$ cat src/rtl/switch_block_cfg_pkg.sv
// Shared types and constants for the scan-configured routing switch block.
package switch_block_cfg_pkg;

  typedef enum logic [1:0] {
    SideL = 2'd0,
    SideT = 2'd1,
    SideR = 2'd2,
    SideB = 2'd3
  } side_e;

  localparam logic [1:0] CodeStraight = 2'b00;
  localparam logic [1:0] CodeCw       = 2'b01;
  localparam logic [1:0] CodeCcw      = 2'b10;
  localparam logic [1:0] CodeTap      = 2'b11;

  typedef enum logic [1:0] {
    StEmpty = 2'b00,
    StLoad  = 2'b01,
    StFull  = 2'b10,
    StOver  = 2'b11
  } cfg_state_e;

endpackage

$ cat src/rtl/sb_track_mux.sv
// One routing track output: 4:1 select driven by a 2-bit control code.
module sb_track_mux
  import switch_block_cfg_pkg::*;
(
  input  logic [1:0] sel_i,
  input  logic [3:0] in_i,
  output logic       out_o
);

  always_comb begin
    out_o = 1'b0;
    unique case (sel_i)
      CodeStraight: out_o = in_i[0];
      CodeCw:       out_o = in_i[1];
      CodeCcw:      out_o = in_i[2];
      CodeTap:      out_o = in_i[3];
      default:      out_o = 1'b0;
    endcase
  end

endmodule

$ cat src/rtl/switch_block_cfg.sv
// Scan-configured FPGA switch block: shadow scan chain, checked commit into an
// active config, and a per-track mux fabric gated by cfg_valid.
module switch_block_cfg
  import switch_block_cfg_pkg::*;
#(
  parameter int unsigned CHANNEL_WIDTH = 8,
  parameter int unsigned REG_OUT       = 0,
  localparam int unsigned W            = CHANNEL_WIDTH / 2,
  localparam int unsigned CFG_BITS     = 8 * W
) (
  input  logic         scan_clk,
  input  logic         reset,
  input  logic [W-1:0] left_in,
  input  logic [W-1:0] top_in,
  input  logic [W-1:0] right_in,
  input  logic [W-1:0] bottom_in,
  output logic [W-1:0] left_out,
  output logic [W-1:0] top_out,
  output logic [W-1:0] right_out,
  output logic [W-1:0] bottom_out,
  input  logic [3:0]   clb_in,
  input  logic         scan_in,
  input  logic         scan_en,
  output logic         scan_out,
  input  logic         cfg_commit,
  input  logic         cfg_parity,
  output logic         cfg_valid,
  output logic         cfg_err,
  output logic [1:0]   cfg_state
);

  localparam int unsigned CntW = $clog2(CFG_BITS + 2);
  localparam logic [CntW-1:0] CntFull = CntW'(CFG_BITS);
  localparam logic [CntW-1:0] CntMax  = CntW'(CFG_BITS + 1);

  logic [CFG_BITS-1:0] shadow_q, shadow_d;
  logic [CFG_BITS-1:0] active_q, active_d;
  logic [CntW-1:0]     cnt_q, cnt_d;
  logic                valid_q, valid_d;
  logic                err_q, err_d;
  cfg_state_e          state_q, state_d;
  logic                accept;

  always_comb begin
    shadow_d = shadow_q;
    active_d = active_q;
    cnt_d    = cnt_q;
    valid_d  = valid_q;
    err_d    = err_q;
    state_d  = state_q;
    accept   = cfg_commit && !scan_en && (state_q == StFull) && (cfg_parity == ^shadow_q);

    if (scan_en) begin
      shadow_d = {shadow_q[CFG_BITS-2:0], scan_in};
      // A fresh load (from empty or after overrun) restarts the count and forgives old errors.
      if (state_q == StEmpty || state_q == StOver) begin
        cnt_d = CntW'(1);
        err_d = 1'b0;
      end else if (cnt_q != CntMax) begin
        cnt_d = cnt_q + CntW'(1);
      end
    end

    if (accept) begin
      active_d = shadow_q;
      valid_d  = 1'b1;
      cnt_d    = '0;
    end else if (cfg_commit) begin
      err_d = 1'b1;
    end

    if (cnt_d == '0) begin
      state_d = StEmpty;
    end else if (cnt_d < CntFull) begin
      state_d = StLoad;
    end else if (cnt_d == CntFull) begin
      state_d = StFull;
    end else begin
      state_d = StOver;
    end
  end

  always_ff @(posedge scan_clk) begin
    if (reset) begin
      shadow_q <= '0;
      active_q <= '0;
      cnt_q    <= '0;
      valid_q  <= 1'b0;
      err_q    <= 1'b0;
      state_q  <= StEmpty;
    end else begin
      shadow_q <= shadow_d;
      active_q <= active_d;
      cnt_q    <= cnt_d;
      valid_q  <= valid_d;
      err_q    <= err_d;
      state_q  <= state_d;
    end
  end

  assign scan_out  = shadow_q[CFG_BITS-1];
  assign cfg_valid = valid_q;
  assign cfg_err   = err_q;
  assign cfg_state = state_q;

  // Side-major flattening: side s, track i lives at s*W+i.
  logic [4*W-1:0] in_all;
  logic [4*W-1:0] route;
  logic [4*W-1:0] route_gated;
  logic [4*W-1:0] route_out;

  assign in_all = {bottom_in, right_in, top_in, left_in};

  for (genvar s = 0; s < 4; s++) begin : g_side
    for (genvar i = 0; i < W; i++) begin : g_track
      localparam int unsigned SrcStr = (s + 2) % 4;
      localparam int unsigned SrcCw  = (s + 1) % 4;
      localparam int unsigned SrcCcw = (s + 3) % 4;

      logic       tap;
      logic [3:0] mux_in;

      assign tap    = (i == W - 1) ? clb_in[s] : 1'b0;
      assign mux_in = {tap,
                       in_all[SrcCcw*W + (i+1)%W],
                       in_all[SrcCw*W + (W-1-i)],
                       in_all[SrcStr*W + i]};

      sb_track_mux u_mux (
        .sel_i (active_q[2*(s*W+i) +: 2]),
        .in_i  (mux_in),
        .out_o (route[s*W+i])
      );
    end
  end

  assign route_gated = valid_q ? route : '0;

  if (REG_OUT != 0) begin : g_reg_out
    logic [4*W-1:0] out_q;
    always_ff @(posedge scan_clk) begin
      if (reset) begin
        out_q <= '0;
      end else begin
        out_q <= route_gated;
      end
    end
    assign route_out = out_q;
  end else begin : g_comb_out
    assign route_out = route_gated;
  end

  assign left_out   = route_out[0*W +: W];
  assign top_out    = route_out[1*W +: W];
  assign right_out  = route_out[2*W +: W];
  assign bottom_out = route_out[3*W +: W];

endmodule

$ cat config.mk
export PLATFORM = sky130hd
export DESIGN_NAME = switch_block_cfg
export DESIGN_NICKNAME = d
export VERILOG_FILES = /design/src/rtl/switch_block_cfg_pkg.sv /design/src/rtl/sb_track_mux.sv /design/src/rtl/switch_block_cfg.sv
export SDC_FILE = /design/constraint.sdc
export NUM_CORES = 1
export LEC_CHECK = 0
export CAP_MARGIN = 30
export CORE_MARGIN = 1.5
export CORE_UTILIZATION = 40
export DETAILED_ROUTE_END_ITERATION = 8
export PLACE_DENSITY = 0.71
export SLEW_MARGIN = 0
export SYNTH_ARGS = -nofsm -noshare
export SYNTH_HDL_FRONTEND = slang
export SYNTH_SLANG_ARGS = --single-unit
$ cat constraint.sdc
create_clock -name scan_clk -period 3.3 [get_ports scan_clk]
set_clock_uncertainty 0.15 [all_clocks]
set_input_delay 0.99 -clock scan_clk [delete_from_list [all_inputs] [get_ports scan_clk]]
set_output_delay 0.99 -clock scan_clk [all_outputs]
set_load 0.1 [all_outputs]
==> impl_metrics.env, run 1 <==
export IMPL_status="completed"
export IMPL_vdd_drop_max_uv=160
export IMPL_worst_path_max_fanout=3
export IMPL_avgViaCountPerCell=4.91
export IMPL_hpwlAfterDp_mm=5.58
export IMPL_grt_pass1_vias=2820
export IMPL_drc_errors=0
export IMPL_layout_drive_gt1_share_pct=12.8
export IMPL_synthTopCellsByArea="dfxtp_1, mux2i_1, nand2b_1, xnor2_1, nor2_1"
export IMPL_antennaDiodeCount=0
export IMPL_hp_class="reg -> reg"
export IMPL_synth_top_area_share_pct=38.0
export IMPL_grt_use_total_pct=16.6
export IMPL_routabilityCongestion=0.761
export IMPL_synth_largest_area_cell="dfxtp_1"
export IMPL_ant_nets=0
export IMPL_r2r_cells=7
export IMPL_synth_fp_nets=429
export IMPL_io_buffers=46
export IMPL_mappedNetlistArea_mm2=0.00390
export IMPL_root_buffer="clkbuf_8"
export IMPL_core_mm2=0.00933
export IMPL_hold_end="cfg_err"
export IMPL_wirelength_mm=8.00
export IMPL_worst_slack_ns=0.0604
export IMPL_hold_viol_final=0
export IMPL_min_from="cfg_err"
export IMPL_tightestPinTransition_ns=0.588
export IMPL_timing_fmax_mhz=309
export IMPL_synthFlopType="dfxtp_1"
export IMPL_rsz0062_at_grt="no"
export IMPL_postSynth_asyncResetShare_pct=0
export IMPL_clock_path_buffers=2
export IMPL_period_minus_slack_ns=3.24
export IMPL_instances_no_fill=576
export IMPL_grt_pass1_wl_mm=13.4
export IMPL_place_ws_ns=-0.151
export IMPL_crit_type="in -> out"
export IMPL_clock_sinks=74
export IMPL_min_path_cells=2
export IMPL_area_delta_synth_final_pct=23.6
export IMPL_crit_required_ns=2.16
export IMPL_antenna_found_initial=0
export IMPL_synthTopCellsByCount="mux2i_1, dfxtp_1, nand2b_1"
export IMPL_dpl_cell_area_mm2=0.00461
export IMPL_ys_seq_elements=74
export IMPL_initial_core_util_pct=41.8
export IMPL_fin_nets=471
export IMPL_synthCells=400
export IMPL_chipHeight_um=102
export IMPL_yosysWarningCount=0
export IMPL_cap_violations=0
export IMPL_drtIter0Drc=125
export IMPL_overflow=0
export IMPL_drv_slew=0
export IMPL_ys_types=37
export IMPL_clk_latency_ns=0.35
export IMPL_die_area_mm2=0.0103
export IMPL_grt_max_degree=108
export IMPL_tritoncts="done"
export IMPL_top_level_ports=47
export IMPL_path_clk_slew_ns=0.08
export IMPL_num_vias=2831
export IMPL_p_leak_nw=1.78
export IMPL_p_per_area_mw_per_mm2=367
export IMPL_worstPathArrival_ns=2.10
export IMPL_fill_cells=854
export IMPL_wire_per_inst_um=13.9
export IMPL_rows=35
export IMPL_synth_edf_count=0
export IMPL_setup_viol=0
export IMPL_place_inst=560
export IMPL_h_tree_depth=3
export IMPL_cts_made_buffers=9
export IMPL_cts_hold_buffers=0
export IMPL_r2r_slack_ns=0.90
export IMPL_start_kind="primary input"
export IMPL_final_area_mm2=0.00481
export IMPL_relSlewSlack_pct=60.8
export IMPL_die_w_um=102
export IMPL_period_share_pct=98.2
export IMPL_utilization_pct=51.6
export IMPL_ys_seq_area_share_pct=38.0
export IMPL_synth_area_per_cell_um2=9.74
export IMPL_r2r_end="active_q[26]"
export IMPL_crit_path_end_kind="primary output"
export IMPL_dr_pass1_iters=5
export IMPL_r2r_start="shadow_q[22]"
export IMPL_synth_most_common_cell="mux2i_1"
flip-flops by register name, summed over array words and instances (netlist names):
name       cells
active_q      32
shadow_q      32
cnt_q          6
cfg_state      2
cfg_err        1
cfg_valid      1
critical path, cell delays in order:
cell	delay, ns
clkdlybuf4s50_1	0.51
mux2i_1	0.08
o21ai_0	0.14
and2_1	0.19
buf_12	0.18
per-layer routing:
metal | vias to the layer above | track usage [%] | share of wire, %
li1 | 1444 | - | -
met1 | 1327 | 20.6 | 48
met2 | 49 | 27.9 | 47
met3 | 11 | 3.04 | 3.4
met4 | 0 | 8.01 | 1.8
met5 | - | 0 | 0
how the worst max path moves through the flow:
stage                    start            end  slack, ns  cells after the start
floorplan            cfg_valid  bottom_out[0]       0.12                      2
global placement     top_in[3]  bottom_out[3]      -0.13                      4
detailed placement  cfg_parity   active_q[26]      -0.15                      8
CTS                 left_in[1]   right_out[1]       0.02                      5
global route         top_in[2]  bottom_out[2]      0.007                      5
finish               top_in[2]  bottom_out[2]       0.06                      5
cell families after synthesis:
family / after synthesis / share of synthesized area (%)
buf+inv: 27 / 4.05
fa+ha+maj: 3 / 0.963
compound gates: 32 / 4.82
flops: 74 / 38.0
xor+xnor: 29 / 7.42
mux: 81 / 22.4
simple gates: 154 / 22.3
layout by cell type, fill, tap and decap left out, types with 2 or more instances in the layout:
cell             count
xnor2_1             24
and3_1               3
xnor3_1              2
mux4_2               4
and2_1              11
dfxtp_1             74
nor3_1               9
xor2_1               2
nand3_1              5
nor3b_1              2
a22oi_1              2
mux2i_1             76
nand2b_1            65
nand2_1              5
inv_1                5
and2_4               5
ha_1                 3
nand3b_1            12
buf_12              19
buf_2                2
nor2_1              33
clkdlybuf4s50_1      6
o21ai_0             13
a21oi_1              6
clkbuf_8            11
dlymetal6s2s_1       3
clkinvlp_4           2
o21ai_1              3
dlygate4sd2_1       14
o22ai_1              2
buf_4                9
stage by stage:
step / hold WS, ns / power, mW / setup TNS [ns]
floorplan: 0.304 / 1.02 / 0
global placement: 0.305 / 1.07 / -2.23
detailed placement: 0.321 / 1.08 / -4.65
CTS: 0.335 / 1.79 / 0
global route: 0.363 / 1.83 / 0
finish: 0.330 / 1.77 / 0
cell type report:
| type | instances | area, um2 | share of cell area (%) |
|---|---|---|---|
| well taps | 129 | 161 | 3.35 |
| flip-flops and latches | 74 | 1480 | 30.8 |
| repair buffers | 53 | 678 | 14.1 |
| clock inverters | 4 | 50.0 | 1.04 |
| multi-input cells | 299 | 2270 | 47.1 |
| clock buffers | 12 | 155 | 3.22 |
| inverters | 5 | 18.8 | 0.390 |
where the power goes:
part / switching [mW] / internal, mW / total [mW]
clock network: 0.328 / 0.390 / 0.718
registers: 0.00608 / 0.897 / 0.903
logic: 0.0763 / 0.0688 / 0.145
total: 0.411 / 1.36 / 1.77
timing repair:
item | in CTS | in global routing
buffers inserted | 0 | 0
endpoints found under the setup margin | 8 | 7
gates resized for setup | 18 | 7
No activity file was read; power rests on OpenSTA's default activity.
==> run 2: changes to the inputs <==
--- a/config.mk
+++ b/config.mk
@@ -6,10 +6,12 @@
 export NUM_CORES = 1
 export LEC_CHECK = 0
 export CAP_MARGIN = 30
+export CELL_PAD_IN_SITES_DETAIL_PLACEMENT = 1
+export CELL_PAD_IN_SITES_GLOBAL_PLACEMENT = 2
 export CORE_MARGIN = 1.5
-export CORE_UTILIZATION = 40
+export CORE_UTILIZATION = 35
 export DETAILED_ROUTE_END_ITERATION = 8
-export PLACE_DENSITY = 0.71
+export PLACE_DENSITY = 0.9
 export SLEW_MARGIN = 0
 export SYNTH_ARGS = -nofsm -noshare
 export SYNTH_HDL_FRONTEND = slang
==> impl_metrics.env, run 2 (synthesized netlist as in run 1, its figures left out) <==
export IMPL_final_area_mm2=0.00485
export IMPL_p_per_area_mw_per_mm2=382
export IMPL_critPathSlowestCell="clkdlybuf4s50_1"
export IMPL_hpwlAfterDp_mm=6.89
export IMPL_wirelength_mm=9.53
export IMPL_tightestPinTransition_ns=0.576
export IMPL_start_kind="primary input"
export IMPL_area_delta_synth_final_pct=24.6
export IMPL_crit_type="in -> out"
export IMPL_die_w_um=109
export IMPL_grt_pass1_wl_mm=15.9
export IMPL_top_level_ports=47
export IMPL_wire_per_inst_um=16.2
export IMPL_setup_viol=0
export IMPL_root_buffer="clkbuf_8"
export IMPL_layout_drive_gt1_share_pct=14.1
export IMPL_vdd_drop_max_uv=190
export IMPL_cap_violations=0
export IMPL_ant_nets=0
export IMPL_top_regs="active_q (32), shadow_q (32), cnt_q (6)"
export IMPL_min_from="cfg_err"
export IMPL_final_cell_mix="mux2i_1, dfxtp_1, nand2b_1, nor2_1, xnor2_1"
export IMPL_h_tree_depth=3
export IMPL_hold_end="cfg_err"
export IMPL_mostFrequentLayoutCell="mux2i_1"
export IMPL_switching_share_pct=22.7
export IMPL_clock_sinks=74
export IMPL_crit_required_ns=2.16
export IMPL_antennaDiodeCount=0
export IMPL_p_int_mw=1.43
export IMPL_min_path_cells=2
export IMPL_cp_top_family="buffers and inverters"
export IMPL_dpl_cell_area_mm2=0.00462
export IMPL_routabilityCongestion=0.784
export IMPL_antenna_found_initial=0
export IMPL_fill_cells=1240
export IMPL_p_leak_nw=1.79
export IMPL_die_area_mm2=0.0118
export IMPL_grt_use_total_pct=17.8
export IMPL_core_mm2=0.0108
export IMPL_crit_path_end_kind="primary output"
export IMPL_hp_class="reg -> reg"
export IMPL_r2r_end="active_q[6]"
export IMPL_power_frac_comb_pct=8.1
export IMPL_rows=38
export IMPL_r2r_cells=7
export IMPL_path_clk_slew_ns=0.08
export IMPL_clock_path_buffers=2
export IMPL_cts_resized=20
export IMPL_max_stage_delay_ns=0.52
export IMPL_seq_power_share_pct=48.7
export IMPL_worstPathArrival_ns=2.11
export IMPL_relSlewSlack_pct=61.6
export IMPL_initial_core_util_pct=35.9
export IMPL_worst_path_max_fanout=3
export IMPL_period_minus_slack_ns=3.25
export IMPL_drtIter0Drc=106
export IMPL_timing_fmax_mhz=308
export IMPL_cts_made_buffers=9
export IMPL_path_cells="clkdlybuf4s50_1 -> mux2i_1 -> o21ai_1 -> and2_1 -> buf_12"
export IMPL_grt_max_degree=108
export IMPL_fin_nets=473
export IMPL_status="completed"
export IMPL_cts_hold_buffers=0
export IMPL_hold_viol_final=0
export IMPL_avgViaCountPerCell=4.92
export IMPL_p_total_mw=1.85
export IMPL_power_switching_mw=0.421
export IMPL_period_share_pct=98.5
export IMPL_clockPowerShare_pct=43.1
export IMPL_drc_errors=0
export IMPL_cts_setup_buffers=0
export IMPL_overflow=0
export IMPL_r2r_start="shadow_q[30]"
export IMPL_clk_latency_ns=0.35
export IMPL_cp_num_buf_inv=2
export IMPL_io_buffers=46
export IMPL_chipHeight_um=109
export IMPL_num_vias=2891
export IMPL_multi_input_area_mm2=0.00228
export IMPL_dr_pass1_iters=4
export IMPL_rsz0062_at_grt="no"
export IMPL_grt_pass1_vias=3092
export IMPL_drv_slew=0
export IMPL_seq_area_mm2=0.00148
export IMPL_utilization_pct=44.8
export IMPL_r2r_slack_ns=0.86
export IMPL_whs_ns=0.334
export IMPL_tritoncts="done"
## run 2: final cells by class
type                       instances  share of cell area (%)
multi-input combinational        299                    47.0
sequential                        74                    30.5
clock buffer                      11                    3.12
timing repair buffer              55                    13.9
tap                              140                    3.61
inverter                           5                   0.387
clock inverter                     4                    1.52
## run 2: through the flow
stage,setup WS (ns),instances,setup TNS [ns]
finish,0.0510,588,0
global route,0.00452,588,0
CTS,0.000274,588,0
detailed placement,-0.158,573,-2.42
global placement,-0.154,573,-0.786
floorplan,0.117,400,0
## run 2: power by group through the flow
stage	logic, mW	registers [mW]	clock network (mW)
2_1_floorplan	0.0808	0.938	0
5_1_grt	0.163	0.904	0.863
3_5_place_dp	0.157	0.924	0
4_1_cts	0.152	0.903	0.829
6_report	0.150	0.903	0.799
3_3_place_gp	0.154	0.924	0
## run 2: how the worst max path moves through the flow
stage | startpoint | to | depth (start not counted)
2_1_floorplan | cfg_valid | bottom_out[0] | 2
3_5_place_dp | right_in[0] | bottom_out[3] | 4
5_1_grt | right_in[2] | bottom_out[1] | 5
6_report | top_in[2] | right_out[1] | 5
4_1_cts | left_in[2] | top_out[1] | 5
3_3_place_gp | right_in[0] | bottom_out[3] | 4
## run 2: tightest hold or removal path, stage by stage (launching register included)
cell     delay [ns]
dfxtp_1        0.32
nand2_1        0.05
o22ai_1        0.07
## run 2: routing by layer
| layer | routed length [um] | global-route usage, % | vias up |
|---|---|---|---|
| li1 | - | - | 1441 |
| met1 | 4460 | 21.9 | 1384 |
| met2 | 4500 | 30.1 | 56 |
| met3 | 430 | 3.32 | 10 |
| met4 | 142 | 7.89 | 0 |
| met5 | 0 | 0 | - |
==> run 3: changes to the inputs <==
--- a/config.mk
+++ b/config.mk
@@ -6,12 +6,10 @@
 export NUM_CORES = 1
 export LEC_CHECK = 0
 export CAP_MARGIN = 30
-export CELL_PAD_IN_SITES_DETAIL_PLACEMENT = 1
-export CELL_PAD_IN_SITES_GLOBAL_PLACEMENT = 2
 export CORE_MARGIN = 1.5
-export CORE_UTILIZATION = 35
+export CORE_UTILIZATION = 40
 export DETAILED_ROUTE_END_ITERATION = 8
-export PLACE_DENSITY = 0.9
+export PLACE_DENSITY = 0.71
 export SLEW_MARGIN = 0
 export SYNTH_ARGS = -nofsm -noshare
 export SYNTH_HDL_FRONTEND = slang
==> results of run 3 <==
Same layout as run 1: the final DEF is identical, and so are final timing and power.
==> RTL edit (config.mk and constraints of run 2) <==
Make the reset (`reset`) asynchronous in 2 clocked blocks.
--- a/src/rtl/switch_block_cfg.sv
+++ b/src/rtl/switch_block_cfg.sv
@@ -81,5 +81,5 @@
   end
 
-  always_ff @(posedge scan_clk) begin
+  always_ff @(posedge scan_clk or posedge reset) begin
     if (reset) begin
       shadow_q <= '0;
@@ -139,5 +139,5 @@
   if (REG_OUT != 0) begin : g_reg_out
     logic [4*W-1:0] out_q;
-    always_ff @(posedge scan_clk) begin
+    always_ff @(posedge scan_clk or posedge reset) begin
       if (reset) begin
         out_q <= '0;
Formal check against the unedited RTL: differs if reset is asserted again (counterexample within 4 cycles, from zero or initial values and one cycle with reset high); with reset held inactive, the same outputs for 10 cycles.
==> RTL edit against run 2 <==
- design area fell by 2.2%
- sequential cell count did not move
- wire length fell by 4.9%
- highest routed layer unchanged
- setup slack got worse by 0.019 ns
- non-clock buffer count rose by 4
- via count fell by 16%
- area after synthesis fell by 4.8%
Power is not compared: it rests on default switching activity, and its combinational part moved more than twofold at a synthesized area within 25%.
==> RTL edit: results <==
set metrics [dict create \
    ys_seq_area_share_pct 49.9 \
    grt_pass1_vias 2676 \
    holdCritStartpoint "active_q[12]" \
    first_pass_iters 4 \
    fin_nets 372 \
    p_leak_nw 2.14 \
    drt-initial-drc-count 63 \
    antenna_cells 0 \
    max_stage_delay_ns 0.52 \
    critPathTopFamily "buffers and inverters" \
    ys_warn_count 0 \
    async_flop_share_pct 100 \
    synth.distinct_cells 32 \
    cp_max_fo 3 \
    startpoint "top_in[1]" \
    dp_hpwl_um 6640 \
    num-fill-cells 1088 \
    place_area_um2 4530 \
    numPortBuffers 46 \
    hp-class "register to register" \
    synth_area_leaders "dfrtp_1 50%, mux2_2 19%, xnor2_1 6.8%, mux2i_1 3.2%, and2_1 2.9%" \
    synthesis.nets 312 \
    cp.arrival_ns 2.13 \
    slew_headroom_pct 46.9 \
    stdcell_area_um2 4750 \
    gp_congestion 0.714 \
    ys_top_cells_by_count "74 x dfrtp_1, 62 x mux2_2, 29 x xnor2_1, 17 x and2_1, 14 x o21ai_0" \
    globalRouteTotalUtil_pct 17.4 \
    crit_type "primary input to output pin" \
    root_buffer "clkbuf_8" \
    worstSkewPairLatency_ns 0.34 \
    r2r-start "shadow_q[13]" \
    layout-drive-gt1-share_pct 37.1 \
    reg_top3 "active_q x32, shadow_q x32, cnt_q x6" \
    grt_pass1_wl_um 14700 \
    cts.path.max_buffers 2 \
    grt_max_degree 32 \
    cts_made_buffers 9 \
    routed_via_density 5.02 \
    critPathSlowestCell "clkdlybuf4s50_1" \
    outcome "completed" \
    wire_per_inst_um 18.7 \
]
RTL edit: cell count changes after synthesis, sizes merged, moves of 4 or more:
| cell | change |
|---|---|
| xnor2 | +4 |
| mux2i | -64 |
| nand2b | -64 |
| clkbuf | -11 |
| mux2 | +65 |
| nand3 | -4 |
| nor3 | -9 |
| dfxtp | -74 |
| dfrtp | +74 |
| nor2 | -29 |
RTL edit: area by class of cell:
class / instances / area share, %
clock buffer: 11 / 2.98
multi-input combinational: 194 / 38.1
timing repair buffer: 59 / 15.3
tap: 136 / 3.58
clock inverter: 5 / 0.632
inverter: 5 / 0.395
sequential: 74 / 39.0
RTL edit: metrics by stage:
step                      setup TNS, ns  setup slack, ns  cells  total power, mW  hold WS (ns)
after global routing                  0         0.000988    484             3.96         0.404
after floorplan                       0            0.158    283             2.64         0.332
after detailed placement          -7.91           -0.234    466             3.09         0.356
final                                 0           0.0322    484             3.74         0.370
after global placement            -6.96           -0.205    466             2.99         0.339
after CTS                             0          0.00295    482             3.73         0.375
RTL edit: path summary, 6_finish.rpt:
path / depth (start not counted) / slack (ns) / end
max in group asynchronous: 3 / 1.40 / shadow_q[2]
setup reg to reg: 7 / 0.47 / active_q[8]
hold reg to reg: 1 / 0.37 / active_q[12]
hold / removal: 1 / 0.37 / active_q[12]
min in group asynchronous: 2 / 0.89 / active_q[14]
setup / recovery: 5 / 0.03 / bottom_out[1]
RTL edit: repair_timing:
action / 4_1_cts / 5_1_grt
pin swaps: 0 / 2
endpoints found under the setup margin: 14 / 39
buffers inserted: 0 / 1
endpoints found under the hold margin: 0 / 0
gates cloned: 0 / 1
resized for setup: 26 / 10
RTL edit: where the power goes:
| group | total, mW | switching (mW) | internal (mW) |
|---|---|---|---|
| logic | 1.72 | 0.779 | 0.941 |
| registers | 1.39 | 0.279 | 1.12 |
| clock network | 0.625 | 0.335 | 0.290 |
| total | 3.74 | 1.39 | 2.35 |
RTL edit: cells by family (layout without fill, tap and decap cells):
kind of cell | count (synthesis) | count (layout) | synth area share [%]
mux | 82 | 82 | 26.0
simple gates | 54 | 54 | 8.77
compound gates | 22 | 22 | 3.58
xor+xnor | 33 | 33 | 8.54
buf+inv | 15 | 80 | 2.16
flops | 74 | 74 | 49.9
fa+ha+maj | 3 | 3 | 1.01
RTL edit: layer usage:
metal | vias to the layer above | global-route usage (%) | part of all wire, %
li1 | 1119 | - | -
met1 | 1250 | 23.3 | 47
met2 | 46 | 28.5 | 48
met3 | 14 | 2.94 | 3.5
met4 | 0 | 6.08 | 2.1
met5 | - | 0 | 0
RTL edit: worst reg2reg max path: cells and delay by family (launching register included):
| family | cells | cell delay, ns |
|---|---|---|
| muxes | 2 | 0.67 |
| xor gates and xnor gates | 4 | 1.19 |
| DFF | 1 | 0.46 |
| buffers and inverters | 1 | 0.25 |
